File: config.mk
export PLATFORM = sky130hd
export DESIGN_NAME = muldiv_unit_flat
export DESIGN_NICKNAME = d
export VERILOG_FILES = /design/src/rtl/muldiv_if.sv /design/src/rtl/muldiv_unit.sv /design/src/flat_wrapper.sv
export SDC_FILE = /design/constraint.sdc
export NUM_CORES = 2
export LEC_CHECK = 0
export ABC_AREA = 1
export CAP_MARGIN = 5
export CELL_PAD_IN_SITES_DETAIL_PLACEMENT = 1
export CELL_PAD_IN_SITES_GLOBAL_PLACEMENT = 1
export CORE_MARGIN = 3
export CORE_UTILIZATION = 30
export CTS_CLUSTER_DIAMETER = 200
export CTS_CLUSTER_SIZE = 24
export DETAILED_ROUTE_END_ITERATION = 10
export GPL_TIMING_DRIVEN = 0
export PLACE_DENSITY_LB_ADDON = 0.1
export SETUP_SLACK_MARGIN = 0.5
export SLEW_MARGIN = 40
export SYNTH_ARGS = -nofsm -noshare
export SYNTH_HDL_FRONTEND = slang
export SYNTH_SLANG_ARGS = --single-unit
File: constraint.sdc
create_clock -name clk -period 9.7 [get_ports clk]
set_input_delay 1.94 -clock clk [delete_from_list [all_inputs] [get_ports clk]]
set_output_delay 1.94 -clock clk [all_outputs]
set_load 0.02 [all_outputs]
File: src/rtl/muldiv_if.sv
// Request/response bundle between the EX stage and the RV32M mul/div unit.
interface muldiv_if #(
  parameter int XLEN = 32
);
  logic            start;
  logic            flush;
  logic [2:0]      func3;
  logic [XLEN-1:0] op_a;
  logic [XLEN-1:0] op_b;
  logic [XLEN-1:0] result;
  logic            valid;
  logic            stall;
  logic            busy;

  modport master (
    output start, flush, func3, op_a, op_b,
    input  result, valid, stall, busy
  );

  modport slave (
    input  start, flush, func3, op_a, op_b,
    output result, valid, stall, busy
  );
endinterface

File: src/rtl/muldiv_unit.sv
// Iterative RV32M multiply/divide unit (2-cycle MUL, 33-cycle restoring DIV).
// Optional MULDIV_REM_FUSE_EN: reuse the last division's quotient/remainder.
module muldiv_unit #(
  parameter int XLEN = 32
) (
  input  logic     clk,
  input  logic     rst,
  muldiv_if.slave  bus
);

  typedef enum logic [1:0] {
    S_IDLE,
    S_MUL,
    S_DIV,
    S_FIN
  } state_t;

  state_t          r_state;
  logic [1:0]      r_f;
  logic [XLEN-1:0] r_a;
  logic [XLEN-1:0] r_b;
  logic [XLEN-1:0] r_quo;
  logic [XLEN-1:0] r_rem;
  logic [XLEN-1:0] r_dvs;
  logic [XLEN-1:0] r_res;
  logic [4:0]      r_cnt;
  logic            r_negq;
  logic            r_negr;
  logic            r_valid;

  logic            w_acc;
  logic            w_sgn;
  logic            w_dz;
  logic            w_ovf;
  logic            w_hit;
  logic [XLEN-1:0] w_hit_res;
  logic            w_c_mul;
  logic            w_c_dz;
  logic            w_c_ovf;
  logic            w_c_hit;
  logic            w_c_run;
  logic [XLEN-1:0] w_abs_a;
  logic [XLEN-1:0] w_abs_b;
  logic [63:0]     w_ma;
  logic [63:0]     w_mb;
  logic [63:0]     w_prod;
  logic [XLEN-1:0] w_mres;
  logic [XLEN:0]   w_sh;
  logic            w_ge;
  logic [XLEN-1:0] w_sub;
  logic [XLEN-1:0] w_rem_n;
  logic [XLEN-1:0] w_quo_n;
  logic [XLEN-1:0] w_qf;
  logic [XLEN-1:0] w_rf;
  logic [XLEN-1:0] w_div_res;
  logic            w_last;

  assign w_acc = (r_state == S_IDLE) & bus.start & ~bus.flush;
  assign w_sgn = ~bus.func3[0];
  assign w_dz  = (bus.op_b == '0);
  assign w_ovf = w_sgn & (bus.op_a == 32'h8000_0000)
               & (bus.op_b == 32'hFFFF_FFFF);

  assign w_c_mul = ~bus.func3[2];
  assign w_c_dz  = bus.func3[2] & w_dz;
  assign w_c_ovf = bus.func3[2] & ~w_dz & w_ovf;
  assign w_c_hit = bus.func3[2] & ~w_dz & ~w_ovf & w_hit;
  assign w_c_run = bus.func3[2] & ~w_dz & ~w_ovf & ~w_hit;

  assign w_abs_a = (w_sgn & bus.op_a[31]) ? -bus.op_a : bus.op_a;
  assign w_abs_b = (w_sgn & bus.op_b[31]) ? -bus.op_b : bus.op_b;

  // 33x33 signed product; only the low 64 bits are ever needed
  assign w_ma = {{32{(r_f != 2'b11) & r_a[31]}}, r_a};
  assign w_mb = {{32{(r_f == 2'b01) & r_b[31]}}, r_b};
  assign w_prod = w_ma * w_mb;
  assign w_mres = (r_f == 2'b00) ? w_prod[31:0] : w_prod[63:32];

  assign w_sh    = {r_rem, r_quo[31]};
  assign w_ge    = (w_sh >= {1'b0, r_dvs});
  assign w_sub   = w_sh[XLEN-1:0] - r_dvs;
  assign w_rem_n = w_ge ? w_sub : w_sh[XLEN-1:0];
  assign w_quo_n = {r_quo[XLEN-2:0], w_ge};
  assign w_qf    = r_negq ? -w_quo_n : w_quo_n;
  assign w_rf    = r_negr ? -w_rem_n : w_rem_n;
  assign w_div_res = r_f[1] ? w_rf : w_qf;
  assign w_last  = (r_state == S_DIV) & (r_cnt == 5'd31);

`ifdef MULDIV_REM_FUSE_EN
  logic            r_cv;
  logic            r_cs;
  logic [XLEN-1:0] r_ca;
  logic [XLEN-1:0] r_cb;
  logic [XLEN-1:0] r_cq;
  logic [XLEN-1:0] r_cr;

  assign w_hit = r_cv & (r_cs == w_sgn) & (r_ca == bus.op_a)
               & (r_cb == bus.op_b);
  assign w_hit_res = bus.func3[1] ? r_cr : r_cq;

  // Survives flush; only a completed long division refreshes it
  always_ff @(posedge clk) begin
    if (rst) begin
      r_cv <= 1'b0;
      r_cs <= 1'b0;
      r_ca <= '0;
      r_cb <= '0;
      r_cq <= '0;
      r_cr <= '0;
    end else if (w_last & ~bus.flush) begin
      r_cv <= 1'b1;
      r_cs <= ~r_f[0];
      r_ca <= r_a;
      r_cb <= r_b;
      r_cq <= w_qf;
      r_cr <= w_rf;
    end
  end
`else
  assign w_hit     = 1'b0;
  assign w_hit_res = '0;
`endif

  always_ff @(posedge clk) begin
    if (rst) begin
      r_state <= S_IDLE;
      r_f     <= '0;
      r_a     <= '0;
      r_b     <= '0;
      r_quo   <= '0;
      r_rem   <= '0;
      r_dvs   <= '0;
      r_res   <= '0;
      r_cnt   <= '0;
      r_negq  <= 1'b0;
      r_negr  <= 1'b0;
      r_valid <= 1'b0;
    end else if (bus.flush) begin
      r_state <= S_IDLE;
      r_valid <= 1'b0;
      r_cnt   <= '0;
    end else begin
      unique case (r_state)
        S_IDLE: begin
          r_valid <= 1'b0;
          if (bus.start) begin
            r_f <= bus.func3[1:0];
            r_a <= bus.op_a;
            r_b <= bus.op_b;
            unique case (1'b1)
              w_c_mul: r_state <= S_MUL;
              w_c_dz: begin
                r_state <= S_FIN;
                r_valid <= 1'b1;
                r_res   <= bus.func3[1] ? bus.op_a : '1;
              end
              w_c_ovf: begin
                r_state <= S_FIN;
                r_valid <= 1'b1;
                r_res   <= bus.func3[1] ? '0 : 32'h8000_0000;
              end
              w_c_hit: begin
                r_state <= S_FIN;
                r_valid <= 1'b1;
                r_res   <= w_hit_res;
              end
              w_c_run: begin
                r_state <= S_DIV;
                r_quo   <= w_abs_a;
                r_rem   <= '0;
                r_dvs   <= w_abs_b;
                r_cnt   <= '0;
                r_negq  <= w_sgn & (bus.op_a[31] ^ bus.op_b[31]);
                r_negr  <= w_sgn & bus.op_a[31];
              end
            endcase
          end
        end
        S_MUL: begin
          r_state <= S_FIN;
          r_valid <= 1'b1;
          r_res   <= w_mres;
        end
        S_DIV: begin
          r_quo <= w_quo_n;
          r_rem <= w_rem_n;
          r_cnt <= r_cnt + 5'd1;
          if (w_last) begin
            r_state <= S_FIN;
            r_valid <= 1'b1;
            r_res   <= w_div_res;
          end
        end
        S_FIN: begin
          r_state <= S_IDLE;
          r_valid <= 1'b0;
        end
        default: r_state <= S_IDLE;
      endcase
    end
  end

  assign bus.result = r_res;
  assign bus.valid  = r_valid;
  assign bus.busy   = (r_state != S_IDLE);
  assign bus.stall  = ~rst & (w_acc | (r_state == S_MUL)
                    | (r_state == S_DIV));

endmodule

File: src/flat_wrapper.sv
// flat-port wrapper written by rule: the top's interface ports become plain ports
module muldiv_unit_flat 
#(
  parameter int XLEN = 32
)
  (clk, rst, bus_start, bus_flush, bus_func3, bus_op_a, bus_op_b, bus_result, bus_valid, bus_stall, bus_busy);
  muldiv_if #(.XLEN(XLEN)) bus_i ();
  input  logic clk;
  input  logic rst;
  input wire logic [$bits(bus_i.start)-1:0] bus_start;
  input wire logic [$bits(bus_i.flush)-1:0] bus_flush;
  input wire logic [$bits(bus_i.func3)-1:0] bus_func3;
  input wire logic [$bits(bus_i.op_a)-1:0] bus_op_a;
  input wire logic [$bits(bus_i.op_b)-1:0] bus_op_b;
  output wire logic [$bits(bus_i.result)-1:0] bus_result;
  output wire logic [$bits(bus_i.valid)-1:0] bus_valid;
  output wire logic [$bits(bus_i.stall)-1:0] bus_stall;
  output wire logic [$bits(bus_i.busy)-1:0] bus_busy;
  assign bus_i.start = bus_start;
  assign bus_i.flush = bus_flush;
  assign bus_i.func3 = bus_func3;
  assign bus_i.op_a = bus_op_a;
  assign bus_i.op_b = bus_op_b;
  assign bus_result = bus_i.result;
  assign bus_valid = bus_i.valid;
  assign bus_stall = bus_i.stall;
  assign bus_busy = bus_i.busy;
  muldiv_unit #(.XLEN(XLEN)) u_core (.clk(clk), .rst(rst), .bus(bus_i));
endmodule
# [Yosys cells after proc, flatten, opt, wreduce, memory -nomap -nowiden]
# Cells that the tools add are included.
# Widths: inputs -> output; s select.
[classes] n_addsub=6 multipliers=1 order_cmp=1 eq_ne=12 n_mux=30 bitwise=24 reduce_logical=14
[ops] cell="$mux 32" n=15
[ops] cell="$pmux 32 s2" n=3
[ops] cell="$neg 32->32" n=4
[ops] cell="$pmux 32 s3" n=1
[ops] cell="$eq 32x32->1 const B" n=2
[ops] cell="$mul 33x33->64" n=1
[ops] cell="$ge 33x32->1" n=1
[ops] cell="$logic_not 32->1" n=1
[ops] cell="$sub 32x32->32" n=1
[ops] cell="$and 1x1->1" n=15
[ops] cell="$mux 5" n=2
[ops] cell="$pmux 5 s2" n=1
[ops] cell="$pmux 2 s4" n=1
[ops] cell="$reduce_and 4->1" n=2
[ops] cell="$not 1->1" n=6
[ops] cell="$pmux 2 s3" n=1
[ops] cell="$reduce_and 3->1" n=2
[ops] cell="$add 5x1->5 const B" n=1
[ops] cell="$eq 5x5->1 const B" n=1
[ops] cell="$reduce_and 5->1" n=1
[ops] cell="$eq 2x1->1 const B" n=2
[ops] cell="$eq 2x2->1 const B" n=2
[ops] cell="$logic_not 2->1" n=2
[ops] cell="$mux 2" n=2
[ops] cell="11 further kinds" n=18
[word_totals] regBits=204 wordCells=100

# [Longest topological paths before layout]
[logic_depth] depth_word=8 mapped_depth=38 mapped_depth_nobuf=38

# [Worst setup path after synthesis]
# OpenSTA, ideal clock, no wires.
[synth_path] kind="register -> register" startpoint="reg u_core.r_a[31]" endpoint="reg u_core.r_res[26] (netlist: u_core.bus.result[26])" setup_ns=0.132 arrival_ns=7.646 required_time_ns=9.568 setup_slack_ns=1.922 path_stages_with_launch=33 path_buffers=2 synth_period_minus_slack_ns=7.778 cell_sequence="dfxtp_1 -> clkbuf_1 -> clkbuf_1 -> nand2_1 -> a21oi_1 -> fa_1 -> fa_1 -> fa_1 -> fa_1 -> inv_1 -> fa_1 -> inv_1 -> fa_1 -> inv_1 -> fa_1 -> fa_1 -> inv_1 -> ha_1 -> nand2_1 -> nor2_1 -> inv_1 -> nor3_1 -> nand2_1 -> nor3_1 -> nand2_1 -> o211ai_1 -> nand3_1 -> nand3_1 -> nand2_1 -> o211ai_1 -> nand3_1 -> nand2_1 -> a21oi_1"
[synth_via] elab_chain_len=4
[synth_lines] item="start, declared" line="muldiv_unit.sv:20" rtl="logic [XLEN-1:0] r_a;"
[synth_lines] item="start signal, assigned" line="muldiv_unit.sv:148" rtl="r_a <= bus.op_a;"
[synth_lines] item="$and 1x1->1" line="muldiv_unit.sv:74" rtl="assign w_ma = {{32{(r_f != 2'b11) & r_a[31]}}, r_a};"
[synth_lines] item="$mul 33x33->64 *" line="muldiv_unit.sv:76" rtl="assign w_prod = w_ma * w_mb;"
[synth_lines] item="$mux 32 *" line="muldiv_unit.sv:77" rtl="assign w_mres = (r_f == 2'b00) ? w_prod[31:0] : w_prod[63:32];"
[synth_lines] item="$pmux 32 s3 *" line="muldiv_unit.sv:143" rtl="unique case (r_state)"
[synth_lines] item="end signal, assigned" line="muldiv_unit.sv:155" rtl="r_res <= bus.func3[1] ? bus.op_a : '1;"
[synth_lines] item="end signal, assigned" line="muldiv_unit.sv:160" rtl="r_res <= bus.func3[1] ? '0 : 32'h8000_0000;"
[synth_lines] item="end signal, assigned" line="muldiv_unit.sv:165" rtl="r_res <= w_hit_res;"
[synth_lines] item="end, declared" line="muldiv_unit.sv:25" rtl="logic [XLEN-1:0] r_res;"
# Every way passes the cells marked *; elsewhere a longest branch is shown, timed or not.
# A chain may end at the register's enable or synchronous reset.

# [Worst setup path after layout]
[layout_path] startpoint="reg u_core.r_a[16]" endpoint="reg u_core.r_res[18] (netlist: u_core.bus.result[18])"
[layout_via] elab_chain_len=3
[layout_lines] item="$mul 33x33->64" line="muldiv_unit.sv:76"
[layout_lines] item="$mux 32" line="muldiv_unit.sv:77"
[layout_lines] item="$pmux 32 s3" line="muldiv_unit.sv:143"
# No other way between the ends.

==> flow_metrics.env <==
export IMPL_finalPower_mw=7.20
export IMPL_drtIter0Drc=3237
export IMPL_die_h_microns=431
export IMPL_synth_cell_types=57
export IMPL_synth_area_sq_mm=0.0543
export IMPL_ys_flop_type="dfxtp_1"
export IMPL_final_net_count=8912
export IMPL_min_path_type="reg -> reg"
export IMPL_final_seq_area_sq_mm=0.00409
export IMPL_vias=48800
export IMPL_synth_yosys_warnings=0
export IMPL_coreArea_sq_mm=0.179
export IMPL_power_density_mw_per_mm2=121
export IMPL_postSynthCellCount=7329
export IMPL_wl_per_cell_microns=27.4
export IMPL_min_period_ps=9100
export IMPL_crit_path_frequent_cell="fa_1"
export IMPL_r2r_start="u_core.r_a[16]"
export IMPL_cts_sinks=204
export IMPL_slew_violations=0
export IMPL_r2r_cells=31
export IMPL_synth_nets=8782
export IMPL_setup_worst_path_start="u_core.r_a[16]"
export IMPL_slowest_stage="fa_1"
export IMPL_grt_use_total_pct=29.0
export IMPL_synth_area_per_cell_sq_um=7.40
export IMPL_via_per_inst=4.96
export IMPL_grt_remaining_overflow=0
export IMPL_drt_pass1_iterations=5
export IMPL_start_kind="flip-flop"
export IMPL_root_buffer="clkbuf_16"
export IMPL_critPathKind="reg -> reg"
export IMPL_synth_common_cells="inv_1, nand2_1, fa_1"
export IMPL_cts_tree="done"
export IMPL_cp_data_required_time_ps=10090
export IMPL_ant_nets=0
export IMPL_design_area_sq_mm=0.0596
export IMPL_timing_hold_ws_ps=474
export IMPL_gp_congestion=0.982
export IMPL_rrSetupSlack_ps=600
export IMPL_syn_to_final_growth_pct=9.81
export IMPL_outcome="finished clean"
export IMPL_yosysTopAreaCellShare_pct=41.5
export IMPL_cp_endpoint="u_core.bus.result[18]"
export IMPL_initial_utilization_pct=30.3
export IMPL_synth_async_reset_ratio_pct=0
export IMPL_synthMostInstantiatedCell="inv_1"
export IMPL_clock_path_buffers=3
export IMPL_grt_pass1_vias=52800
export IMPL_dpl_hpwl_microns=236000
export IMPL_port_buffers=96
export IMPL_finalCritPeriodShare_pct=93.8
export IMPL_yosys_area_top_type="fa_1"
export IMPL_clk_pin_slew_worst_paths_ps=110
export IMPL_max_slew_margin_pct=39.1
export IMPL_ir_drop_mv=0.0881
export IMPL_ys_seq_elements=204
export IMPL_boundaryPins=106
export IMPL_placed_area_sq_mm=0.0585
export IMPL_dp_cells=9785
export IMPL_rsz0062_at_grt="yes"
export IMPL_fin_skew_ps=51.7
export IMPL_grt_pass1_wl_microns=386000
export IMPL_dieArea_sq_mm=0.186
export IMPL_finalSetupViolations=0
export IMPL_drc=0
export IMPL_final_cells=9824
export IMPL_arrival_ps=9490
export IMPL_final_util_pct=33.3
export IMPL_worst_slew_pin_slew_ps=907
export IMPL_cts_made_buffers=12
export IMPL_htree_num_levels=1
export IMPL_ys_seq_area_share_pct=7.53
export IMPL_synthTopCellsByArea="fa_1, inv_1, nand2_1, dfxtp_1, ha_1"
export IMPL_die_w_microns=431
export IMPL_multiInputGateArea_sq_mm=0.0419
export IMPL_crit_fanout=10
export IMPL_antenna_found_initial=17
export IMPL_filler_cell_count=22100
export IMPL_synth_edf_count=0
export IMPL_maxCapViolCount=0
export IMPL_rows=155
export IMPL_critPathMaxStageDelay_ps=580
export IMPL_p_leak_nw=29.7
export IMPL_r2r_end="u_core.bus.result[18]"
export IMPL_wl_microns=270000
export IMPL_worstSkewPairLatency_ps=540
export IMPL_grt_max_degree=25
export IMPL_report_final_hold_viol_count=0
export IMPL_drive_gt1_share_pct=5.78
export IMPL_fmax_mhz=110
export IMPL_endpoint_kind="flip-flop"
-- how the worst min path moves through the flow --
stage,from,endpoint,cells after the start
finish,u_core.bus.result[22],u_core.bus.result[22],2
global route,u_core.bus.result[22],u_core.bus.result[22],2
CTS,u_core.bus.result[18],u_core.bus.result[18],2
detailed placement,u_core.bus.result[18],u_core.bus.result[18],2
global placement,u_core.bus.result[18],u_core.bus.result[18],2
floorplan,u_core.r_dvs[14],u_core.r_dvs[14],2
-- stage by stage --
step / worst slack (ps) / setup TNS (ps)
after floorplan: 1920 / 0
after global placement: -1710 / -31820
after detailed placement: -1110 / -12630
after CTS: 504 / 0
after global routing: 416 / 0
final: 599 / 0
-- power breakdown --
group / switching (mW) / internal [mW]
clock: 0.342 / 0.246
sequential: 0.0334 / 0.884
combinational: 3.95 / 1.75
total: 4.32 / 2.88
-- final cells by class --
type                    instances  area share, %
inverters                    1901           12.0
clock buffers                  13          0.546
flip-flops and latches        204           6.86
plain buffers                 385           3.25
diodes                         10         0.0420
repair buffers                116           1.98
well taps                    2355           4.95
clock inverters                 1         0.0273
multi-input cells            4839           70.3
-- registers in the layout, indices dropped and copies added (netlist names) --
name,count
u_core.bus.result,32
u_core.r_a,32
u_core.r_b,32
u_core.r_dvs,32
u_core.r_quo,32
u_core.r_rem,32
u_core.r_cnt,5
u_core.r_f,2
u_core.r_state,2
u_core.bus.valid,1
u_core.r_negq,1
u_core.r_negr,1
-- per-layer routing --
metal	part of all wire, %	up-vias	GRT usage (%)
li1	-	21800	-
met4	3.7	8	8.51
met2	47	1167	48.5
met5	0.019	-	0
met1	44	25500	39.5
met3	4.8	286	3.36
-- worst max-delay path, delay by kind of cell, from the launching register on --
kind                       cells  cell delay (ps)
AOI/OAI and AO/OA              8             1970
adders and majority gates      9             4540
buffers and inverters          5             1050
DFF                            1              330
and+or+nand+nor                9             1040
-- layout by cell type (no fill, tap or decap), types with 135 or more instances in the layout --
master	n
nand2_1	1752
o21ai_0	283
fa_1	1116
a21oi_1	325
clkbuf_2	167
nor2_1	358
dfxtp_1	202
ha_1	244
clkbuf_1	135
nand3_1	211
inv_1	1881
-- logic make-up after synthesis --
group | count (synthesis) | share of synthesized area, %
buffers and inverters | 2286 | 15.9
AOI/OAI and AO/OA | 803 | 8.12
xor gates and xnor gates | 110 | 1.78
and+or+nand+nor | 2544 | 19.2
adders and majority gates | 1382 | 47.5
DFF | 204 | 7.53
-- timing repair --
item,CTS,global route
pin swaps,2,13
gates cloned,0,0
hold buffers,0,0
resized for setup,132,135
setup endpoints to repair,32,27
buffers inserted,6,9
Note: power is estimated with default switching activity, not from simulation.
